==> src/rtl/load_store_unit.sv <==
// RV32I load/store unit: byte/half/word access to a word memory with range, funct3 and alignment checking.
// Define LSU_MISALIGN_TRAP_EN to reject misaligned accesses; otherwise the low address bits are forced to natural alignment.
module load_store_unit #(
  parameter int MEM_WORDS = 32
) (
  input  logic        clk,
  input  logic        reset,
  input  logic        req_valid,
  output logic        req_ready,
  input  logic        req_we,
  input  logic [2:0]  req_funct3,
  input  logic [31:0] req_addr,
  input  logic [31:0] req_wdata,
  output logic        resp_valid,
  output logic [31:0] resp_rdata,
  output logic        resp_err,
  output logic [31:0] mem_add,
  output logic [31:0] mem_write_data,
  output logic        mem_write_enable,
  input  logic [31:0] mem_read_data
);

  localparam logic [1:0] IDLE  = 2'd0;
  localparam logic [1:0] READ  = 2'd1;
  localparam logic [1:0] WRITE = 2'd2;
  localparam logic [1:0] RESP  = 2'd3;

  localparam logic [29:0] WORD_LIMIT = 30'(MEM_WORDS);

  logic [1:0]  state;
  logic [31:0] addr_q;
  logic [31:0] wdata_q;
  logic [31:0] word_q;
  logic [2:0]  funct3_q;
  logic        we_q;
  logic        err_q;

  logic        f3_legal;
  logic        req_half;
  logic        req_word;
  logic        misaligned;
  logic        out_of_range;
  logic        req_err;
  logic [31:0] aligned_addr;

  always_comb begin
    f3_legal     = 1'b0;
    req_half     = (req_funct3[1:0] == 2'b01);
    req_word     = (req_funct3[1:0] == 2'b10);
    aligned_addr = req_addr;
    misaligned   = 1'b0;
    case (req_funct3)
      3'b000, 3'b001, 3'b010: f3_legal = 1'b1;
      3'b100, 3'b101:         f3_legal = !req_we;
      default:                f3_legal = 1'b0;
    endcase
`ifdef LSU_MISALIGN_TRAP_EN
    misaligned = (req_half && req_addr[0]) || (req_word && (req_addr[1:0] != 2'b00));
`else
    if (req_half) aligned_addr[0] = 1'b0;
    if (req_word) aligned_addr[1:0] = 2'b00;
`endif
    out_of_range = (aligned_addr[31:2] >= WORD_LIMIT);
    req_err      = !f3_legal || out_of_range || misaligned;
  end

  always_ff @(posedge clk or posedge reset) begin
    if (reset) begin
      state    <= IDLE;
      addr_q   <= 32'd0;
      wdata_q  <= 32'd0;
      word_q   <= 32'd0;
      funct3_q <= 3'd0;
      we_q     <= 1'b0;
      err_q    <= 1'b0;
    end else begin
      case (state)
        IDLE: begin
          if (req_valid) begin
            addr_q   <= aligned_addr;
            wdata_q  <= req_wdata;
            funct3_q <= req_funct3;
            we_q     <= req_we;
            err_q    <= req_err;
            if (req_err)                state <= RESP;
            else if (req_we && req_word) state <= WRITE;
            else                         state <= READ;
          end
        end
        READ: begin
          word_q <= mem_read_data;
          state  <= we_q ? WRITE : RESP;
        end
        WRITE:   state <= RESP;
        default: state <= IDLE;
      endcase
    end
  end

  // Sub-word stores are read-modify-write: only the addressed lane of word_q is replaced.
  logic [31:0] merged;
  logic [7:0]  byte_sel;
  logic [15:0] half_sel;
  logic [31:0] load_val;

  always_comb begin
    merged = word_q;
    case (funct3_q[1:0])
      2'b00:   merged[{addr_q[1:0], 3'b000} +: 8]  = wdata_q[7:0];
      2'b01:   merged[{addr_q[1], 4'b0000} +: 16] = wdata_q[15:0];
      default: merged = wdata_q;
    endcase
  end

  always_comb begin
    byte_sel = word_q[{addr_q[1:0], 3'b000} +: 8];
    half_sel = word_q[{addr_q[1], 4'b0000} +: 16];
    case (funct3_q)
      3'b000:  load_val = {{24{byte_sel[7]}}, byte_sel};
      3'b001:  load_val = {{16{half_sel[15]}}, half_sel};
      3'b010:  load_val = word_q;
      3'b100:  load_val = {24'd0, byte_sel};
      3'b101:  load_val = {16'd0, half_sel};
      default: load_val = 32'd0;
    endcase
  end

  // Outputs decode straight from state so reset clears them without waiting for a clock.
  always_comb begin
    req_ready        = (state == IDLE);
    resp_valid       = (state == RESP);
    resp_err         = (state == RESP) && err_q;
    resp_rdata       = ((state == RESP) && !we_q && !err_q) ? load_val : 32'd0;
    mem_add          = ((state == READ) || (state == WRITE)) ? {2'b00, addr_q[31:2]} : 32'd0;
    mem_write_enable = (state == WRITE);
    mem_write_data   = (state == WRITE) ? merged : 32'd0;
  end

endmodule

==> config.mk <==
export PLATFORM = sky130hd
export DESIGN_NAME = load_store_unit
export DESIGN_NICKNAME = d
export VERILOG_FILES = /design/src/rtl/load_store_unit.sv
export SDC_FILE = /design/constraint.sdc
export NUM_CORES = 1
export LEC_CHECK = 0
export BUFFER_PORTS_ARGS = -buffer_cell sky130_fd_sc_hd__buf_2
export CAP_MARGIN = 25
export CELL_PAD_IN_SITES_DETAIL_PLACEMENT = 1
export CELL_PAD_IN_SITES_GLOBAL_PLACEMENT = 1
export CORE_ASPECT_RATIO = 1.5
export CORE_MARGIN = 2
export CORE_UTILIZATION = 39
export CTS_CLUSTER_SIZE = 8
export DETAILED_ROUTE_END_ITERATION = 7
export PLACE_DENSITY = 0.91
export SYNTH_ARGS = -nofsm -noshare
export SYNTH_HDL_FRONTEND = slang
export SYNTH_SLANG_ARGS = --single-unit
==> constraint.sdc <==
create_clock -name clk -period 4.3 [get_ports clk]
set_input_delay 0.86 -clock clk [delete_from_list [all_inputs] [get_ports clk]]
set_output_delay 0.86 -clock clk [all_outputs]
set_load 0.05 [all_outputs]
After elaboration in Yosys (flattened, before gate mapping)
Index checks and enable logic that the tools add are counted.

operators by class
  add/subtract/negate cells = 2
  $mul = 0
  div/mod/pow operators = 0
  $lt $le $gt $ge = 1
  eq/ne operators = 15
  shifts and indexed selects = 6
  multiplexer cells = 15
  bitwise operators = 0
  reduce and logical (&&, ||, !) cells = 17

operators by type and width
  cell                                                                                   number
  32-bit case mux with 5 select lines                                                    1
  32-bit bitwise mux                                                                     2
  32-bit 2-to-1 mux                                                                      2
  32-bit case mux with 2 select lines                                                    1
  16-bit by 7-bit variable shift with 32-bit output (first input constant)               1
  8-bit by 7-bit variable shift with 32-bit output (first input constant)                1
  16-bit by 7-bit variable part select with 32-bit output                                1
  32-bit by 6-bit variable part select with 16-bit output                                1
  32-bit by 6-bit variable part select with 8-bit output                                 1
  8-bit by 7-bit variable part select with 32-bit output                                 1
  30-bit by 6-bit greater-or-equal comparator with 1-bit output (second input constant)  1
  30-bit 2-to-1 mux                                                                      1
  5-bit negation with 7-bit output                                                       2
  3-bit == test (second input constant)                                                  4
  2-bit 2-to-1 mux                                                                       4
  2-bit by 1-bit == test with 1-bit output (second input constant)                       3
  2-bit == test (second input constant)                                                  3
  3-bit by 1-bit == test with 1-bit output (second input constant)                       2
  3-bit by 2-bit == test with 1-bit output (second input constant)                       2
  3-bit zero test                                                                        2
  2-bit case mux with 3 select lines                                                     1
  1-bit logical AND                                                                      4
  1-bit zero test                                                                        4
  2-bit zero test                                                                        2
  other kinds (7)                                                                        9

word-level totals
  flip-flop bits (word level) = 103
  bits in latches = 0
  memory bits (writable) = 0
  memory bits (read-only) = 0
  input bits = 103
  output and inout port bits = 100
  logic and storage cells = 63
  memories kept = 0

Depth between registers and ports, before layout
  word-level depth = 8
  mapped depth = 8
  depth with buffers taken out = 6

Worst setup path after synthesis
No wires, ideal clock.

  path type = register -> output
  from = register addr_q[1]
  to = output mem_write_data[10]
  arrival = 2.519 ns
  data required time = 3.440 ns
  slack = 0.921 ns
  cell stages (with the launch flop) = 8
  path buffers = 1
  path through = dfrtp_1 > inv_1 > ha_1 > nor2b_1 > and3_1 > buf_2 > nand2_1 > a21boi_0

on the way
  cells in the longest elaborated chain, start to end = 5
  elaborated cells on any way between the ends = 10
  those cells by class = add/sub: 2; shift: 4; mux: 4

ends and longest elaborated chain
  item                                                                             RTL line  source
  start, declared                                                                  31        logic [31:0] addr_q;
  start signal, assigned                                                           80        addr_q <= aligned_addr;
  5-bit negation with 7-bit output, on equally long branches                       110, 109
  16-bit by 7-bit variable part select with 32-bit output (tied with other cells)  110       2'b01: merged[{addr_q[1], 4'b0000} +: 16] = wdata_q[15:0];
  32-bit bitwise mux, on equally long branches                                     110, 109
  32-bit case mux with 2 select lines (*)                                          108       case (funct3_q[1:0])
  32-bit 2-to-1 mux (*)                                                            136       mem_write_data = (state == WRITE) ? merged : 32'd0;
  end, declared                                                                    18        output logic [31:0] mem_write_data,

Mark *: on every way between the ends. The rest lies on a longest branch, timed or not.

Worst setup path after layout
  from = register addr_q[0]
  to = output mem_write_data[31]

on the way
  cells in the longest elaborated chain, start to end = 5
  elaborated cells on any way between the ends = 6
  those cells by class = add/sub: 1; shift: 2; mux: 3

ends and longest elaborated chain
  item                                                                                                                               RTL line  source
  5-bit negation with 7-bit output (*)                                                                                               109       2'b00: merged[{addr_q[1:0], 3'b000} +: 8] = wdata_q[7:0];
  8-bit by 7-bit variable part select with 32-bit output / 8-bit by 7-bit variable shift with 32-bit output (equally long branches)  109
  32-bit bitwise mux (*)                                                                                                             109
  32-bit case mux with 2 select lines (*)                                                                                            108
  32-bit 2-to-1 mux (*)                                                                                                              136

Marked as above.

==> metrics.cfg <==
[worst_setup_path]
crit_path_end_kind = primary output
path_cells = inv_1, ha_1, nor4bb_1, buf_4, a221o_1, a22oi_1, nor2b_1, buf_2
critPathSlowestCell = dfrtp_1
cp_slowest_stage_delay_ns = 0.55
cp_top_family = buffers and inverters
cp.required_ns = 3.44
startpoint_type = flop
worst-path-buf-inv = 3
cp_max_fo = 11
worstSetupPathType = reg2out
cp.arrival_ns = 2.64

[cts]
root_buffer = clkbuf_16
h-tree-depth = 3
cts_made_buffers = 9
clk_pin_slew_ns = 0.07
clock-sinks = 103
ctsResizeCount = 0
postCtsSetupBuffers = 0
clk_latency_ns = 0.35
cts_tree = yes
postCtsHoldBufs = 0
clockBufferDepth = 2

[floorplanning]
die_h_um = 155
initial_core_util_pct = 39.7
core_area_um2 = 15000
die-area_um2 = 16300
ios = 203
rows = 55
die_w_um = 105

[cells_and_area]
design_area_um2 = 7390
area_growth_pct = 24.1
drive_gt1_share_pct = 46.4
nets = 848
fillers = 1758

[place]
dp_hpwl_um = 15200
gp_congestion = 0.900
numPortBuffers = 200
placed_cell_area_um2 = 7100

[sta]
slew_headroom_pct = 45.9
fin_crit_sh_pct = 81.5
skew_ns = 0.0110
min_period_ns = 3.50
fmax_ghz = 0.285
hold_ws_ns = 0.502
hold_violations = 0
setup_viol = 0
rsz0062_at_grt = false
final_max_slew_viol_count = 0
max_slew.worst_pin.slew_ns = 0.812
tns_ns = 0

[logic_synthesis]
async_flop_share_pct = 100
avgSynthCellArea_um2 = 10.8
synth_area_um2 = 5950
yosys.cell_types.count = 48
synth.area.top_cells = dfrtp_1 (43%), mux2_2 (19%), and2_1 (4.7%)
synth_edf_count = 0
synthCells = 553
synth_top_area_share_pct = 43.3
ys_ff_latch = 103
synth_common_cells = dfrtp_1 (103), mux2_2 (103), and2_1 (45)
synth.yosys.seq_area_share_pct = 43.3
synth_warnings = 0
synth_top_flop_cell = dfrtp_1
synth_top_area_cell = dfrtp_1

[routing]
route.vias.total = 5198
drt_pre_antenna_iters = 7
routedWlPerCell_um = 20.6
drt_iter0_drc = 260
vias_per_cell = 5.50
drc_errors = 0
final_antenna_net_count = 0
wl_um = 19500

[power_and_ir_drop]
p_per_area_nw_per_um2 = 973
p_leak_nw = 3.44
vdd_ir_drop_max_v = 0.000486

[global_route]
gr-usage-all-layers_pct = 24.1
grt_max_degree = 41
grt_pass1_vias = 5576
antenna_found_initial = 4
grt_pass1_wl_um = 30400
gr-total-overflow = 0

[flow_run]
maxCapViolCount = 0

[status]
status = finished, final reports clean

[min_path]
worst_hold_path_type = reg2reg

==> cells by family after synthesis <==
logic type | count (synthesis) | share of synthesized area [%]
simple gates | 145 | 12.9
mux | 130 | 24.2
compound gates | 114 | 13.4
flops | 103 | 43.3
buf+inv | 50 | 3.99
fa+ha+maj | 9 | 1.89
other cells | 1 | 0.0630
xor+xnor | 1 | 0.147
==> metrics by stage <==
step	setup WS, ns	utilization, %	total power [mW]	std cells
final	0.795	49.3	7.19	945
after global routing	0.539	49.2	7.59	943
after CTS	0.797	49.2	7.22	940
after detailed placement	1.19	47.3	6.41	924
after global placement	1.25	47.3	6.29	924
after floorplan	0.736	-	5.27	554
==> worst reg2reg max path: cells and delay by family, from the launching register on <==
family / cells / cell delay (ns)
mux: 1 / 0.39
simple gates: 1 / 0.60
flops: 1 / 0.42
buf+inv: 2 / 0.51
fa+ha+maj: 1 / 0.26
==> where the power goes <==
| group | internal [mW] | leakage (nW) | switching, mW |
|---|---|---|---|
| combinational | 1.51 | 2.09 | 2.83 |
| clock | 0.402 | 0.135 | 0.379 |
| sequential | 1.47 | 1.21 | 0.597 |
==> layer usage <==
layer / share of wire, % / up-vias / GRT usage [%] / wire length [um]
li1: - / 2364 / - / -
met1: 35 / 2543 / 25.4 / 6910
met2: 52 / 236 / 43.2 / 10200
met3: 7.0 / 55 / 5.91 / 1370
met4: 5.2 / 0 / 14.6 / 1020
met5: 0 / - / 0 / 0
==> worst paths after layout <==
path,from,endpoint,slack [ns],cells past startpoint
setup / recovery,addr_q[0],mem_write_data[31],0.80,8
setup reg to reg,state[0],wdata_q[5],2.01,5
min in group asynchronous,reset,addr_q[25],0.53,2
hold reg to reg,addr_q[22],addr_q[22],0.50,1
hold / removal,addr_q[22],addr_q[22],0.50,1
max in group asynchronous,reset,word_q[14],2.85,3
==> final cells by class <==
type,count,area (um^2),area share [%]
well taps,199,249,3.37
flip-flops and latches,103,2580,34.9
repair buffers,212,1090,14.8
inverters,9,36.3,0.491
clock buffers,10,229,3.10
diodes,5,12.5,0.169
clock inverters,6,50.0,0.677
multi-input cells,401,3150,42.6
==> state kept, by name, summed over array words and instances, names as in the netlist <==
name	flops
addr_q	32
err_q	1
funct3_q	3
state	2
wdata_q	32
we_q	1
word_q	32
==> cell usage in the layout (no fill, tap or decap), types with 7 or more instances in the layout <==
cell type	netlist	routed
a22oi_1	17	17
o21ai_0	12	12
a221oi_1	8	8
nor2b_1	12	12
a21boi_0	8	8
a21oi_1	41	41
buf_4	7	12
buf_2	13	200
dfrtp_1	103	103
ha_1	9	9
a221o_1	8	8
and3_1	7	7
mux2i_1	26	26
inv_1	9	8
mux2_2	103	103
and2_1	45	45
nor2_1	25	25
clkbuf_16	0	9
nand2_1	38	37
Power figures use the tool's default switching activity.
